===== config.mk =====
export PLATFORM = sky130hd
export DESIGN_NAME = sti_sched
export DESIGN_NICKNAME = d
export VERILOG_FILES = /design/src/rtl/sti_pkg.sv /design/src/rtl/sti_sched_rr_arb2.sv /design/src/rtl/sti_sched.sv
export SDC_FILE = /design/constraint.sdc
export NUM_CORES = 1
export LEC_CHECK = 0
export ABC_AREA = 1
export CORE_MARGIN = 2
export CORE_UTILIZATION = 50
export DETAILED_ROUTE_END_ITERATION = 10
export GPL_TIMING_DRIVEN = 0
export MAX_ROUTING_LAYER = met4
export PLACE_DENSITY = 0.86
export SLEW_MARGIN = 10
export SYNTH_ARGS = -nofsm -noshare
export SYNTH_HDL_FRONTEND = slang
export SYNTH_SLANG_ARGS = --single-unit

===== constraint.sdc =====
create_clock -name clk -period 4 [get_ports clk]
set_clock_uncertainty 0.05 [all_clocks]
set_input_delay 0.8 -clock clk [delete_from_list [all_inputs] [get_ports clk]]
set_output_delay 0.8 -clock clk [all_outputs]
set_load 0.005 [all_outputs]

===== src/rtl/sti_pkg.sv =====
// Shared types for the STI command scheduler: command layout, length codes,
// scheduler states and the length-to-bit-count helper.
package sti_pkg;

  localparam int CMD_W        = 22;
  localparam int CMD_END_BIT  = 21;
  localparam int CMD_FILL_BIT = 20;
  localparam int CMD_MSB_BIT  = 19;
  localparam int CMD_LOW_BIT  = 18;
  localparam int CMD_LEN_LSB  = 16;
  localparam int CMD_DATA_LSB = 0;

  typedef enum logic [1:0] {
    LEN8  = 2'd0,
    LEN16 = 2'd1,
    LEN24 = 2'd2,
    LEN32 = 2'd3
  } sti_len_e;

  // fin is the end-of-stream flag (top bit of the command word)
  typedef struct packed {
    logic        fin;
    logic        fill;
    logic        msb;
    logic        low;
    sti_len_e    length;
    logic [15:0] data;
  } sti_cmd_t;

  typedef enum logic [2:0] {
    ST_IDLE,
    ST_LOAD,
    ST_WAIT_SO,
    ST_SHIFT,
    ST_DRAIN,
    ST_FIN_WAIT,
    ST_HALT
  } sti_state_e;

  function automatic logic [5:0] bits_for_len(input sti_len_e len);
    return (6'(len) + 6'd1) << 3;
  endfunction

endpackage


===== src/rtl/sti_sched_rr_arb2.sv =====
// Two-way round-robin arbiter; a tie goes to the requester that did not win last.
module rr_arb2 import sti_pkg::*; (
  input  logic       clk,
  input  logic       reset,
  input  logic       en_i,
  input  logic [1:0] req_i,
  output logic [1:0] gnt_o,
  output logic       gnt_id_o
);

  logic last_q, last_d;
  logic pick;

  always_comb begin
    pick = 1'b0;
    if (req_i == 2'b10)      pick = 1'b1;
    else if (req_i == 2'b11) pick = ~last_q;
  end

  assign gnt_id_o = pick;
  assign gnt_o    = (en_i && (|req_i)) ? (pick ? 2'b10 : 2'b01) : 2'b00;

  always_comb begin
    last_d = last_q;
    if (en_i && (|req_i)) last_d = pick;
  end

  always_ff @(posedge clk or posedge reset) begin
    if (reset) last_q <= 1'b1;
    else       last_q <= last_d;
  end

endmodule


===== src/rtl/sti_sched.sv =====
// Arbitrates two command requesters onto the STI serializer, one transfer at a
// time, tracking completion by counting so_valid cycles.
module sti_sched import sti_pkg::*; #(
  parameter int TIMEOUT = 64
) (
  input  logic        clk,
  input  logic        reset,
  input  logic [1:0]  req_valid,
  output logic [1:0]  req_ready,
  input  logic [21:0] req0_cmd,
  input  logic [21:0] req1_cmd,
  output logic        load,
  output logic [15:0] pi_data,
  output logic [1:0]  pi_length,
  output logic        pi_fill,
  output logic        pi_msb,
  output logic        pi_low,
  output logic        pi_end,
  input  logic        so_valid,
  input  logic        pixel_finish,
  output logic        busy,
  output logic        grant_id,
  output logic        cmd_done,
  output logic        timeout_err,
  output logic        all_done
);

  sti_state_e state_q, state_d;
  logic [6:0] wcnt_q, wcnt_d;
  logic [5:0] bcnt_q, bcnt_d;
  sti_cmd_t   cmd_q, cmd_d, cmd_in;
  logic       pi_end_q, pi_end_d;
  logic       grant_q, grant_d;
  logic       cmd_done_q, cmd_done_d;
  logic [1:0] gnt;
  logic       gnt_id;

  rr_arb2 u_arb (
    .clk      (clk),
    .reset    (reset),
    .en_i     (state_q == ST_IDLE),
    .req_i    (req_valid),
    .gnt_o    (gnt),
    .gnt_id_o (gnt_id)
  );

  assign cmd_in = gnt_id ? req1_cmd : req0_cmd;

  always_comb begin
    state_d     = state_q;
    wcnt_d      = wcnt_q;
    bcnt_d      = bcnt_q;
    cmd_d       = cmd_q;
    pi_end_d    = pi_end_q;
    grant_d     = grant_q;
    cmd_done_d  = 1'b0;
    timeout_err = 1'b0;
    case (state_q)
      ST_IDLE: begin
        if (|gnt) begin
          cmd_d    = cmd_in;
          pi_end_d = cmd_in.fin;
          grant_d  = gnt_id;
          state_d  = ST_LOAD;
        end
      end
      ST_LOAD: begin
        wcnt_d  = 7'd0;
        bcnt_d  = 6'd0;
        state_d = ST_WAIT_SO;
      end
      // timeout wins over a so_valid arriving on the very last allowed cycle
      ST_WAIT_SO: begin
        if (wcnt_q == 7'(TIMEOUT)) begin
          timeout_err = 1'b1;
          pi_end_d    = 1'b0;
          state_d     = ST_IDLE;
        end else if (so_valid) begin
          bcnt_d  = 6'd1;
          state_d = ST_SHIFT;
        end else begin
          wcnt_d = wcnt_q + 7'd1;
        end
      end
      ST_SHIFT: begin
        if (bcnt_q == bits_for_len(cmd_q.length)) state_d = ST_DRAIN;
        else if (so_valid)                        bcnt_d  = bcnt_q + 6'd1;
      end
      ST_DRAIN: begin
        if (!so_valid) begin
          cmd_done_d = 1'b1;
          state_d    = cmd_q.fin ? ST_FIN_WAIT : ST_IDLE;
        end
      end
      ST_FIN_WAIT: begin
        if (pixel_finish) state_d = ST_HALT;
      end
      ST_HALT: ;
      default: state_d = ST_IDLE;
    endcase
  end

  always_ff @(posedge clk or posedge reset) begin
    if (reset) begin
      state_q    <= ST_IDLE;
      wcnt_q     <= 7'd0;
      bcnt_q     <= 6'd0;
      cmd_q      <= '0;
      pi_end_q   <= 1'b0;
      grant_q    <= 1'b0;
      cmd_done_q <= 1'b0;
    end else begin
      state_q    <= state_d;
      wcnt_q     <= wcnt_d;
      bcnt_q     <= bcnt_d;
      cmd_q      <= cmd_d;
      pi_end_q   <= pi_end_d;
      grant_q    <= grant_d;
      cmd_done_q <= cmd_done_d;
    end
  end

  assign req_ready = gnt;
  assign load      = (state_q == ST_LOAD);
  assign pi_data   = cmd_q.data;
  assign pi_length = cmd_q.length;
  assign pi_fill   = cmd_q.fill;
  assign pi_msb    = cmd_q.msb;
  assign pi_low    = cmd_q.low;
  assign pi_end    = pi_end_q;
  assign busy      = (state_q != ST_IDLE) && (state_q != ST_HALT);
  assign grant_id  = grant_q;
  assign cmd_done  = cmd_done_q;
  assign all_done  = (state_q == ST_HALT);

endmodule


==> flow_metrics.env <==
export IMPL_die_area_um2=5540
export IMPL_first_iter_violations=157
export IMPL_start_util=0.522
export IMPL_drt_met1_wl_um=2670
export IMPL_cts_resized=0
export IMPL_slew_violations=0
export IMPL_hold_start="u_arb.last_q"
export IMPL_p_sw_mw=0.814
export IMPL_crit_fanout=10
export IMPL_ys_types=28
export IMPL_wl_per_cell_um=13.2
export IMPL_ys_ff_latch=42
export IMPL_path_buf_inv=4
export IMPL_fin_nets=472
export IMPL_swShare=0.380
export IMPL_grt_max_degree=28
export IMPL_cp_start_kind="primary input"
export IMPL_finalCritPeriodShare=0.872
export IMPL_cp_arrival_ps=2640
export IMPL_p_leak_nw=1.67
export IMPL_grt_ovfl_total=0
export IMPL_fin_util=0.729
export IMPL_layout_common_cells="nand2_1, clkdlybuf4s50_1, dfrtp_1, nand3_1, inv_1"
export IMPL_grt_first_pass_wirelength_um=10300
export IMPL_postSynthCellCount=330
export IMPL_power_frac_seq=0.320
export IMPL_power_mw=2.14
export IMPL_combPwrFrac=0.549
export IMPL_die_y_um=74.4
export IMPL_maxCapViolations=0
export IMPL_clk_latency_ps=280
export IMPL_r2r_start="wcnt_q[0]"
export IMPL_rsz0062_at_grt="false"
export IMPL_cts_inserted_buffers=5
export IMPL_hold_class="flip-flop to flip-flop"
export IMPL_clkSlewWorstSetupHoldPaths_ps=70
export IMPL_place_congestion=0.870
export IMPL_n_antenna_cell=0
export IMPL_ff2ff_path_depth=10
export IMPL_core_area_um2=4750
export IMPL_areaGrowthSynthToFinish_pct=39.7
export IMPL_tightest_slew_ps=479
export IMPL_powerDensity_nw_per_um2=618
export IMPL_syn_area_um2=2480
export IMPL_cp_end_kind="output pin"
export IMPL_wl_met2_um=3250
export IMPL_synth_nets=385
export IMPL_antenna_found_initial=0
export IMPL_drive_gt1_frac=0.122
export IMPL_port_buffers=79
export IMPL_critical_path_class="primary input to output pin"
export IMPL_dp_hpwl_um=4910
export IMPL_status="completed"
export IMPL_yosysSeqAreaShare=0.424
export IMPL_tns_ps=0
export IMPL_min_path_cells=2
export IMPL_cts_sinks=42
export IMPL_placed_cells=477
export IMPL_max_freq_mhz=287
export IMPL_setup_viol=0
export IMPL_critPathTopFamily="buffers and inverters"
export IMPL_cpMaxStageDelayCell="clkdlybuf4s50_1"
export IMPL_clkPwrFrac=0.131
export IMPL_ys_warn_count=0
export IMPL_ir_drop_v=0.000425
export IMPL_holdBufCountCts=0
export IMPL_drc=0
export IMPL_rrSetupSlack_ps=2300
export IMPL_wl_met3_um=320
export IMPL_ios=80
export IMPL_placement_rows=25
export IMPL_final_hold_viol_count=0
export IMPL_slowest_delay_ps=520
export IMPL_die_w_um=74.4
export IMPL_cts_root_buf="clkbuf_8"
export IMPL_highest_layer="met4"
export IMPL_vias_per_cell=4.96
export IMPL_stdcell_count=485
export IMPL_final_common_cell="nand2_1"
export IMPL_cpMostUsedCell="clkdlybuf4s50_1"
export IMPL_cts_tree="built"
export IMPL_clock_path_buffers=2
export IMPL_min_to="u_arb.last_q"
export IMPL_vias=2408
export IMPL_first_pass_iters=4
export IMPL_finalWirelength_um=6400
export IMPL_p_int_mw=1.33
export IMPL_grt_pass1_vias=2303
export IMPL_r2r_end="wcnt_q[2]"
export IMPL_post_cts_buffers=0
export IMPL_htreeDepth=2
export IMPL_grt_use_total=0.247
export IMPL_post_route_min_period_ps=3490
export IMPL_required_ps=3150
export IMPL_synth_avg_cell_area_um2=7.52
export IMPL_ant_nets=0
export IMPL_slew_limit_headroom=0.679
export IMPL_worstPathCellList="clkdlybuf4s50_1 > nor2_1 > nor3_2 > inv_2 > nor2_4 > buf_6 > clkdlybuf4s50_1"
==> synth_stat cells <==
master / n / share of area
nand2_1: 128 / 0.19
dfrtp_1: 41 / 0.41
nand3_1: 39 / 0.079
inv_1: 23 / 0.035
buf_4: 20 / 0.061
nor2_1: 20 / 0.030
nand4_1: 10 / 0.025
o21ai_0: 7 / 0.014
ha_1: 5 / 0.025
inv_2: 5 / 0.0076
a21oi_1: 4 / 0.0081
buf_6: 3 / 0.014
nand2_2: 3 / 0.0076
xor2_1: 3 / 0.011
a21oi_2: 2 / 0.0071
nor2_2: 2 / 0.0050
nor2_4: 2 / 0.0091
nor3_1: 2 / 0.0040
o211ai_1: 2 / 0.0060
buf_2: 1 / 0.0020
clkbuf_1: 1 / 0.0015
dfstp_2: 1 / 0.011
nand3_4: 1 / 0.0071
nand3b_1: 1 / 0.0030
nand4_2: 1 / 0.0050
nand4_4: 1 / 0.0086
nor3_2: 1 / 0.0040
xnor2_1: 1 / 0.0035
==> flip-flops by register name, indices dropped and copies added (netlist names) <==
| name | flops |
|---|---|
| pi_data | 16 |
| wcnt_q | 7 |
| bcnt_q | 6 |
| state_q | 3 |
| pi_length | 2 |
| cmd_done | 1 |
| cmd_q | 1 |
| grant_id | 1 |
| pi_end | 1 |
| pi_fill | 1 |
| pi_low | 1 |
| pi_msb | 1 |
| u_arb.last_q | 1 |
==> how the worst max path moves through the flow <==
| stage | endpoint | startpoint | slack, ps | cells after the start |
|---|---|---|---|---|
| floorplan | req_ready[1] | req_valid[1] | 1680 | 5 |
| global placement | req_ready[1] | req_valid[1] | 520 | 7 |
| detailed placement | req_ready[1] | req_valid[1] | 520 | 7 |
| CTS | req_ready[1] | req_valid[0] | 510 | 7 |
| global route | req_ready[1] | req_valid[0] | 370 | 7 |
| finish | req_ready[1] | req_valid[0] | 510 | 7 |
==> area by class of cell <==
class	instances	area (um^2)
timing repair buffer	80	811
clock buffer	8	90.1
buffer	25	193
sequential	42	1050
inverter	28	105
fill	393	1290
multi-input combinational	235	1130
tap	67	83.8
==> per-layer routing <==
metal	global-route usage	up-vias
li1	-	1206
met1	0.294	1108
met2	0.420	82
met3	0.0461	12
met4	0.0813	0
met5	-	-
==> power by group through the flow <==
stage	registers, mW	clock network (mW)	logic [mW]
floorplan	0.672	0	0.719
global placement	0.685	0	1.15
detailed placement	0.693	0	1.18
CTS	0.685	0.285	1.19
global route	0.701	0.310	1.32
finish	0.685	0.281	1.18
==> worst min-delay path: stages (launching register included) <==
cell,delay [ps]
dfstp_2,380
nand2_1,60
nand2_1,50
==> through the flow <==
stage | setup slack [ps] | area (um^2) | hold WS, ps
floorplan | 1680 | 2480 | 397
global placement | 521 | 3360 | 411
detailed placement | 518 | 3380 | 427
CTS | 507 | 3470 | 440
global route | 370 | 3470 | 457
finish | 512 | 3470 | 438
==> kinds of logic after synthesis <==
group | after synthesis | share of synthesized area
AO/OA/AOI/OAI | 15 | 0.0353
XOR/XNOR | 4 | 0.0141
adder cells (fa/ha/maj) | 5 | 0.0252
buffers and inverters | 53 | 0.120
flip-flops | 42 | 0.424
AND/OR/NAND/NOR | 211 | 0.381
(Power assumes the default switching activity.)
